<file path="config.mk">
export PLATFORM = sky130hd
export DESIGN_NAME = voice_sequencer
export DESIGN_NICKNAME = d
export VERILOG_FILES = /design/src/rtl/voice_sequencer.sv
export SDC_FILE = /design/constraint.sdc
export NUM_CORES = 1
export LEC_CHECK = 0
export CAP_MARGIN = 10
export CORE_MARGIN = 2
export CORE_UTILIZATION = 54
export CTS_BUF_LIST = sky130_fd_sc_hd__clkbuf_4 sky130_fd_sc_hd__clkbuf_8
export DETAILED_ROUTE_END_ITERATION = 8
export PLACE_DENSITY_LB_ADDON = 0.08
export SYNTH_ARGS = -nofsm -noshare
export SYNTH_HDL_FRONTEND = slang
export SYNTH_SLANG_ARGS = --single-unit
</file>
<file path="constraint.sdc">
create_clock -name clk -period 5.1 [get_ports clk]
set_input_delay 1.02 -clock clk [delete_from_list [all_inputs] [get_ports clk]]
set_output_delay 1.02 -clock clk [all_outputs]
set_load 0.01 [all_outputs]
</file>
<file path="src/rtl/voice_sequencer.sv">
// Per-sample voice scheduler: walks enabled voices, sums samples, emits mix.
// Optional SYNTH_VOICE_MUTE_EN adds a mute mask applied at frame snapshot.
module voice_sequencer #(
  parameter int NUM_VOICES = 4,
  parameter int SAMPLE_W   = 8
) (
  input  logic                          clk,
  input  logic                          n_rst,
  input  logic                          sample_now,
  input  logic [NUM_VOICES-1:0]         voice_en,
`ifdef SYNTH_VOICE_MUTE_EN
  input  logic [NUM_VOICES-1:0]         mute,
`endif
  input  logic                          ovr_clr,
  output logic                          vreq,
  output logic [$clog2(NUM_VOICES)-1:0] vsel,
  input  logic                          vack,
  input  logic [SAMPLE_W-1:0]           vdata,
  output logic [SAMPLE_W-1:0]           mix_out,
  output logic                          mix_valid,
  output logic                          busy,
  output logic                          overrun
);

  localparam int IW = $clog2(NUM_VOICES);
  localparam int AW = SAMPLE_W + IW;
  localparam logic [IW-1:0] LAST = IW'(NUM_VOICES - 1);

  typedef enum logic [1:0] {
    IDLE,
    SCAN,
    REQ,
    DONE
  } state_t;

  state_t                  state_q;
  state_t                  state_d;
  logic [IW-1:0]           idx;
  logic [AW-1:0]           acc;
  logic [NUM_VOICES-1:0]   en_q;
  logic [NUM_VOICES-1:0]   en_snap;
  logic                    last;
  logic                    cur_en;

`ifdef SYNTH_VOICE_MUTE_EN
  assign en_snap = voice_en & ~mute;
`else
  assign en_snap = voice_en;
`endif

  assign last   = (idx == LAST);
  assign cur_en = en_q[idx];
  assign vreq   = (state_q == REQ);
  assign busy   = (state_q != IDLE);

  // State register
  always_ff @(posedge clk or negedge n_rst) begin
    if (!n_rst) state_q <= IDLE;
    else        state_q <= state_d;
  end

  // Next-state logic
  always_comb begin
    state_d = state_q;
    unique case (state_q)
      IDLE: if (sample_now) state_d = SCAN;
      SCAN: begin
        if (cur_en)    state_d = REQ;
        else if (last) state_d = DONE;
      end
      REQ: begin
        if (vack) state_d = last ? DONE : SCAN;
      end
      DONE:    state_d = IDLE;
      default: state_d = IDLE;
    endcase
  end

  // Frame datapath: snapshot, voice index, accumulator, mix output
  always_ff @(posedge clk or negedge n_rst) begin
    if (!n_rst) begin
      idx       <= '0;
      acc       <= '0;
      en_q      <= '0;
      vsel      <= '0;
      mix_out   <= '0;
      mix_valid <= 1'b0;
    end else begin
      mix_valid <= (state_q == DONE);
      unique case (state_q)
        IDLE: begin
          if (sample_now) begin
            en_q <= en_snap;
            acc  <= '0;
            idx  <= '0;
          end
        end
        SCAN: begin
          if (cur_en)     vsel <= idx;
          else if (!last) idx  <= idx + 1'b1;
        end
        REQ: begin
          if (vack) begin
            acc <= acc + AW'(vdata);
            if (!last) idx <= idx + 1'b1;
          end
        end
        DONE:    mix_out <= SAMPLE_W'(acc >> IW);
        default: ;
      endcase
    end
  end

  // Sticky overrun: a dropped tick beats a simultaneous clear
  always_ff @(posedge clk or negedge n_rst) begin
    if (!n_rst)                  overrun <= 1'b0;
    else if (sample_now && busy) overrun <= 1'b1;
    else if (ovr_clr)            overrun <= 1'b0;
  end

endmodule

</file>
==> flow_metrics.py <==
metrics = {
    "floorplan": {
        "rows": 20,
        "die_w_um": 59.5,
        "ios": 31,
        "initial_core_util_pct": 55.8,
        "core_mm2": 0.00298,
        "die_area_mm2": 0.00354,
        "die_h_um": 59.5,
    },
    "finish": {
        "layout-drive-gt1-share_pct": 16.0,
        "seq_area_um2": 751,
        "stdcell_area_mm2": 0.00211,
        "n_fill_cell": 225,
        "syn2layout_area_growth_pct": 26.8,
        "multi_input_area_um2": 858,
        "nets": 219,
        "fin_util_pct": 70.8,
        "n_antenna_cell": 0,
    },
    "place": {
        "hpwl_um": 2440,
        "portBuffers": 30,
        "place_area_mm2": 0.00200,
        "gp_congestion": 0.805,
    },
    "critical_path": {
        "crit_fanout": 3,
        "cp_cell_sequence": "clkdlybuf4s50_1 > ha_1 > inv_1 > fa_1 > nor2b_4 > o31ai_2 > a21boi_0 > or3_1 > a32o_1",
        "crit_required_ns": 5.33,
        "worstSetupEndpointType": "flop",
        "regToRegSetupSlack_ns": 2.98,
        "r2r-end": "acc[6]$_DFFE_PN0P_",
        "r2r_cells": 8,
        "cpPeakStageDelay_ns": 0.40,
        "path_class": "in2reg",
        "start_kind": "primary input",
        "slowest_stage": "clkdlybuf4s50_1",
        "critPathArrivalTime_ns": 3.07,
        "regToRegStartpoint": "acc[0]$_DFFE_PN0P_",
    },
    "synth": {
        "synth_edf_count": 0,
        "yosysTopAreaCell": "dfrtp_1",
        "ys_types": 39,
        "async_flop_share_pct": 100,
        "syn-num-nets": 183,
        "synthesis.instances": 151,
        "yosysTopAreaCellShare_pct": 45.2,
        "synthFlopType": "dfrtp_1",
        "synthTopCellsByArea": "dfrtp_1 (45%), ha_1 (11%), mux2_2 (8.1%)",
        "ys_seq_area_share_pct": 45.2,
        "netlist_area_mm2": 0.00166,
        "postSynthAreaPerCell_um2": 11.0,
        "yosys-top-cells-count": "dfrtp_1 (30), ha_1 (14), nand2_1 (14)",
        "ys_ff_latch": 30,
        "synthMostInstantiatedCell": "dfrtp_1",
        "yosys_warnings": 0,
    },
    "sta": {
        "max-slew-margin-rel_pct": 66.5,
        "worst_pin_slew_ns": 0.503,
        "slew_violations": 0,
        "hold_viol": 0,
        "finalClockSkew_ns": 0.0137,
        "period_needed_ns": 2.84,
        "rsz0062_at_grt": "no",
        "fin_crit_sh_pct": 55.6,
        "setup_viol": 0,
        "fmax_ghz": 0.353,
        "tns_ns": 0,
    },
    "job": {
        "max-cap-violations": 0,
    },
    "clock_network": {
        "worstSkewPairLatency_ns": 0.33,
        "hold_buffers": 0,
        "path_clk_slew_ns": 0.10,
        "cts_setup_buffers": 0,
        "ctsResizeCount": 0,
        "clock-sinks": 30,
        "cts_tree": "done",
        "ctsRootBufferMaster": "clkbuf_4",
        "clk_path_buf_depth": 2,
        "numCtsBuffers": 5,
        "h-tree-depth": 2,
    },
    "grt": {
        "grt_pass1_vias": 1265,
        "grt_max_degree": 31,
        "antenna_found_initial": 0,
        "grt_pass1_wl_um": 5690,
        "grt_overflow": 0,
        "grt_usage_pct": 22.3,
    },
    "drt": {
        "firstDrtPassIters": 4,
        "drtIter0Drc": 38,
        "detail_route.wl_per_cell_um": 14.7,
        "wirelength_um": 3250,
        "drtAntennaViolNets": 0,
        "remaining_drc_errors": 0,
        "vias": 1249,
        "viasPerCell": 5.65,
    },
    "worst_hold_path": {
        "holdPathStages": 2,
        "worstHoldStart": "vsel[0]$_DFFE_PN0P_",
        "hp-class": "reg2reg",
        "hold_end": "vsel[0]$_DFFE_PN0P_",
    },
    "pwr": {
        "ir_drop_v": 0.000439,
        "p_per_area_mw_per_mm2": 584,
        "p_leak_nw": 0.955,
        "finalPower_mw": 1.23,
    },
    "run_status": {
        "status": "finished, final reports clean",
    },
}
## cells by family after synthesis
family | after synthesis | share of synthesized area, %
XOR/XNOR | 5 | 2.64
adder cells (fa/ha/maj) | 15 | 11.7
AND/OR/NAND/NOR | 42 | 14.4
buffers and inverters | 12 | 3.16
flip-flops | 30 | 45.2
multiplexers | 13 | 9.49
AO/OA/AOI/OAI | 34 | 13.4
## cell type report
| type | count | area share [%] |
|---|---|---|
| tap | 33 | 1.96 |
| sequential | 30 | 35.6 |
| timing repair buffer | 31 | 14.6 |
| inverter | 10 | 1.78 |
| clock inverter | 2 | 2.85 |
| clock buffer | 6 | 2.43 |
| multi-input combinational | 109 | 40.7 |
## how the worst max path moves through the flow
stage / from / end / slack (ns) / cells after the start
2_1_floorplan: vdata[0] / acc[6]$_DFFE_PN0P_ / 2.51 / 8
3_3_place_gp: vdata[0] / acc[6]$_DFFE_PN0P_ / 2.02 / 9
3_5_place_dp: vdata[0] / acc[6]$_DFFE_PN0P_ / 1.92 / 9
4_1_cts: state_q[0]$_DFFE_PN0P_ / vreq / 2.26 / 3
5_1_grt: state_q[0]$_DFFE_PN0P_ / vreq / 2.15 / 3
6_report: vdata[0] / acc[6]$_DFFE_PN0P_ / 2.26 / 9
## per-stage QoR
| step | std cells | hold WS [ns] | worst slack (ns) |
|---|---|---|---|
| after floorplan | 151 | 0.467 | 2.51 |
| after global placement | 213 | 0.467 | 2.02 |
| after detailed placement | 213 | 0.488 | 1.92 |
| after CTS | 221 | 0.511 | 2.26 |
| after global routing | 221 | 0.534 | 2.15 |
| final | 221 | 0.503 | 2.26 |
## routing by layer
layer | up-vias | global-route usage, % | part of all wire, %
li1 | 617 | - | -
met1 | 587 | 28.9 | 44
met2 | 37 | 34.7 | 49
met3 | 8 | 6.77 | 4.9
met4 | 0 | 9.42 | 2.1
met5 | - | 0 | 0
## registers in the layout, indices dropped and copies added (netlist names)
register / count
acc: 10
mix_out: 8
en_q: 4
idx: 2
state_q: 2
vsel: 2
mix_valid: 1
overrun: 1
## where the power goes
group,total (mW),internal [mW],switching [mW],leakage (nW)
sequential,0.397,0.333,0.0635,0.396
combinational,0.585,0.300,0.285,0.500
clock,0.249,0.166,0.0834,0.0585
## critical path, delay by kind of cell
family / cells / cell delay (ns)
AOI/OAI and AO/OA: 3 / 0.70
adders and majority gates: 2 / 0.47
and+or+nand+nor: 2 / 0.40
buffers and inverters: 2 / 0.48
## cell usage in the layout, fill, tap and decap left out, types with 2 or more instances in the layout
cell type        count
mux2_2              12
clkdlybuf4s50_1     30
nor4_1               2
inv_1               10
clkbuf_4             5
xnor2_1              2
nor2b_4              3
nand3_1              5
nand2_1             14
bufinv_16            2
a32o_1               2
and3_1               2
dfrtp_1             30
a21oi_1              6
nor3_1               2
o21ai_0             13
nor2_1               6
xor2_1               3
ha_1                14
o21a_1               3
No activity file was read; power rests on OpenSTA's default activity.
==> RTL edit 1: new RTL, config.mk and constraints unchanged <==
Re-encode `state_t` (4 states) as one-hot, 4 bits wide.
--- a/src/rtl/voice_sequencer.sv
+++ b/src/rtl/voice_sequencer.sv
@@ -28,7 +28,7 @@
 
-  typedef enum logic [1:0] {
-    IDLE,
-    SCAN,
-    REQ,
-    DONE
+  typedef enum logic [3:0] {
+    IDLE = 4'b0001,
+    SCAN = 4'b0010,
+    REQ  = 4'b0100,
+    DONE = 4'b1000
   } state_t;
Check against the original RTL: no difference found for any inputs over 10 cycles, from zero or initial values and one cycle with n_rst low; not proved beyond that.
==> RTL edit 1 against the unedited design <==
Sequential cell count increased by 2; worst setup slack got worse by 0.19 ns; wire length rose by 7.2%; final area increased by 1.1%; highest routed layer unchanged; die area rose by 2.5%; synthesized area up 2.7%.
Power is not compared: it rests on default switching activity, and its combinational part moved more than twofold at a synthesized area within 25%.
==> RTL edit 1: results (changes against the unedited design) <==
- Final WL: 3480 um (+7.2%)
- Setup Skew: 0.0116 ns (-0.00203 ns)
- Area contributors post-synth: dfrtp_1 45%, ha_1 6.6%, mux2_2 5.9%
- Count of multi-input gates: 118 (+8.3%)
- Non-clk invs: 8 (-2)
- Area of the multi-input gates: 856 um^2 (-0.29%)
- Async S/R FF share, synth: 1.00 (unchanged)
- Via/cell ratio: 5.53 (-2.2%)
- Total track usage: 0.223 (-0.000366)
- Status: finished clean
- Met3 WL post-DR: 152 um (-3.8%)
- Signal buffers share of area: 0.144 (-0.00163)
- CP delay by family, top: buffers and inverters
- Dpl hpwl: 2500 um (+2.5%)
- Worst reg2reg path depth: 5 (-3)
- Worst path slowest cell: or4b_4
- Fmax: 331 MHz (-6.2%)
- Largest net degree at the start of global routing: 33 (+6.5%)
- Syn Nets: 187 (+2.2%)
- Routed wl met2: 1660 um (+5.1%)
- Most frequent cells after synthesis: 31 x dfrtp_1, 25 x nand2_1, 10 x o21ai_0
- Slowest stage delay, CP: 0.57 ns (+0.17 ns)
- Placement Setup Slack: 1.96 ns (+0.0355 ns)
- DIE WIDTH: 60.2 um (+1.3%)
- Cell variety after synth: 48 (+23%)
- Placed Area: 0.00205 mm^2 (+2.8%)
- Multi-input gate share of total cell area: 0.402 (-0.00572)
- Fillers: 268 (+19%)
- WL per Instance: 14.4 um (-1.7%)
- R2R Path Start: state_q[0]
- Register area share after synthesis: 0.470 (+0.0181)
- GPL Wtd Cong: 0.853 (+6.0%)
- Clk cell area share: 0.0376 (-0.0153)
- Initial drt markers: 44 (+16%)
- Largest regs: acc: 10 flops, mix_out: 8 flops
- Seq cells: 32 (+6.7%)
- Crit path capture: vreq
- Worst Tran Pin Value: 1.17 ns (+0.664 ns)
- Register area: 802 um^2 (+6.8%)
- R2r setup slk: 3.01 ns (+0.03 ns)
- Synthesized area per cell: 10.7 um^2 (-3.1%)
- Final #Nets: 223 (+1.8%)
- Worst R2R End: acc[8]
RTL edit 1: how the worst min path moves through the flow:
stage               cells after the start  slack, ns     from       to
finish                                  2       0.49  en_q[3]  en_q[3]
global route                            1       0.51   acc[9]   acc[9]
CTS                                     2       0.49  en_q[3]  en_q[3]
detailed placement                      2       0.46  en_q[3]  en_q[3]
global placement                        2       0.46  en_q[2]  en_q[2]
floorplan                               1       0.44   acc[9]   acc[9]
RTL edit 1: logic make-up after synthesis:
kind of cell / Yosys count / synth area share
multiplexers: 12 / 0.0843
AND/OR/NAND/NOR: 56 / 0.181
flip-flops: 32 / 0.470
adder cells (fa/ha/maj): 10 / 0.0777
AO/OA/AOI/OAI: 36 / 0.138
XOR/XNOR: 4 / 0.0205
buffers and inverters: 10 / 0.0286
RTL edit 1: metal layers:
layer,up-vias,global-route usage
met5,-,0
met4,0,0.105
met1,636,0.272
met2,37,0.376
met3,11,0.0455
li1,648,-
==> RTL edit 2: new RTL, same settings <==
Made on the original files. `SAMPLE_W`: 8 -> 10.
--- a/src/rtl/voice_sequencer.sv
+++ b/src/rtl/voice_sequencer.sv
@@ -4,3 +4,3 @@
   parameter int NUM_VOICES = 4,
-  parameter int SAMPLE_W   = 8
+  parameter int SAMPLE_W   = 10
 ) (
Interface: changed (resized mix_out and vdata); port bits go from 31 to 35. No check against the original RTL was run, so the function may have changed too.
==> RTL edit 2 against the unedited design <==
Synthesized area is 17% higher; combinational power is 8.9% higher; cell count is 22% higher; total power is 3.5% higher; worst setup slack worse by 0.051 ns; final area is 14% higher; global-route usage is 0.20 points lower; sequential cell count is 4 higher; wire length is 24% higher; sequential power is 7.8% higher; clock power is 16% lower.
==> RTL edit 2: results (changes against the unedited design) <==
- First-pass GRT wire length: 7000 um (+23%)
- Critical path arrival: 1.87 ns (-1.20 ns)
- CP Max Fanout: 8 (+5)
- Cell variety after synth: 46 (+18%)
- Met3 Use GR: 0.0599 (-0.00783)
- Async S/R FF share, synth: 1.00 (unchanged)
- Drt first pass iters: 4 (unchanged)
- Peak VDD IR: 345 uV (-21%)
- CTS H-tree depth: 2 (unchanged)
- Setup Skew: 0.0185 ns (+0.00480 ns)
- Number of global-route vias before repair: 1491 (+18%)
- Top Layer Used: met4
- Worst Hold Class: register to register
- Initial drt markers: 52 (+37%)
- CTS root buf: clkbuf_4
- Port Buffers: 34 (+13%)
- # Post-CTS Setup Buffers: 0 (unchanged)
- Slew margin rel.: 0.593 (-0.0715)
- Routed wl met2: 1920 um (+22%)
- Dpl hpwl: 2940 um (+21%)
- Most frequent cells after synthesis: 34 x dfrtp_1, 17 x o21ai_0, 16 x ha_1
- Total track usage: 0.221 (-0.00201)
- Final #Nets: 258 (+18%)
- Final WL: 4020 um (+24%)
- Final Max Slew Viols: 0 (unchanged)
- Fin cells: 269 (+22%)
- Synthesized area per cell: 10.6 um^2 (-3.7%)
- CTS clk-pin slew, worst paths: 0.12 ns (+0.02 ns)
- Post-cts sizing count: 0 (unchanged)
- Register area share after synthesis: 0.439 (-0.0131)
- Fin. Hold Viols: 0 (unchanged)
- Num CTS Buffers: 5 (unchanged)
- Met1 Track Usage GR: 0.284 (-0.00500)
- GPL Wtd Cong: 0.822 (+2.1%)
- Placement Setup Slack: 1.91 ns (-0.0168 ns)
- Yosys warns: 0 (unchanged)
- Placed Area: 0.00232 mm^2 (+16%)
- Clk_lat worst skew: 0.35 ns (+0.02 ns)
- Hold_buf cts: 0 (unchanged)
- Via/cell ratio: 5.60 (-0.87%)
- Fillers: 236 (+4.9%)
- Lkg Pwr: 1.09 nW (+14%)
- Status: finished clean
- Antenna violations before repair: 0 (unchanged)
- Syn Nets: 219 (+20%)
- Diode count: 0 (unchanged)
- Area contributors post-synth: dfrtp_1 44%, ha_1 10%, mux2_2 8.1%
- Largest regs: acc: 12 flops, mix_out: 10 flops, en_q: 4 flops
- Largest net degree at the start of global routing: 35 (+13%)
- Met2 Use GR: 0.370 (+0.0229)
- Met1 wire length: 1860 um (+29%)
- Share of cells above drive strength 1: 0.130 (-0.0295)
- Clk buf depth: 2 (unchanged)
- Met3 WL post-DR: 198 um (+25%)
RTL edit 2: changes by cell type after synthesis, sizes merged, moves of 3 or more:
cell / change
o21a: -3
o21ai: +3
inv: -4
nor2: +4
nand2b: +3
nor2b: -3
a21oi: +6
dfrtp: +4
RTL edit 2: logic make-up after synthesis:
logic type               after synthesis  synth area share
AND/OR/NAND/NOR                       57             0.160
AO/OA/AOI/OAI                         46             0.148
flip-flops                            34             0.439
adder cells (fa/ha/maj)               17             0.114
multiplexers                          15            0.0948
buffers and inverters                  9            0.0219
XOR/XNOR                               5            0.0226
RTL edit 2: where the power goes:
| group | total [mW] | switching [mW] | internal, mW | leakage [nW] |
|---|---|---|---|---|
| clock network | 0.210 | 0.0955 | 0.115 | 0.0463 |
| registers | 0.428 | 0.0620 | 0.366 | 0.433 |
| logic | 0.637 | 0.321 | 0.315 | 0.606 |
| total | 1.27 | 0.479 | 0.796 | 1.09 |
RTL edit 2: area by class of cell:
cell class	count	area (um^2)	share of cell area
inverter	6	22.5	0.00936
timing repair buffer	35	348	0.144
multi-input combinational	140	1050	0.435
clock inverter	1	30.0	0.0125
sequential	34	851	0.353
tap	46	57.6	0.0239
clock buffer	7	52.6	0.0218
RTL edit 2: final timing paths:
kind | from | to | slack, ns | depth (start not counted)
max | state_q[0] | vreq | 2.21 | 3
min | vsel[1] | vsel[1] | 0.49 | 2
max reg2reg | state_q[0] | acc[10] | 2.90 | 7
min reg2reg | vsel[1] | vsel[1] | 0.49 | 2
max in group asynchronous | n_rst | en_q[3] | 3.72 | 2
min in group asynchronous | n_rst | mix_out[0] | 1.05 | 2
RTL edit 2: worst max-delay path: stages, from the launching register on:
cell and delay [ns]:
dfrtp_1 0.44, inv_1 0.16, ha_1 0.32, clkdlybuf4s50_1 0.59
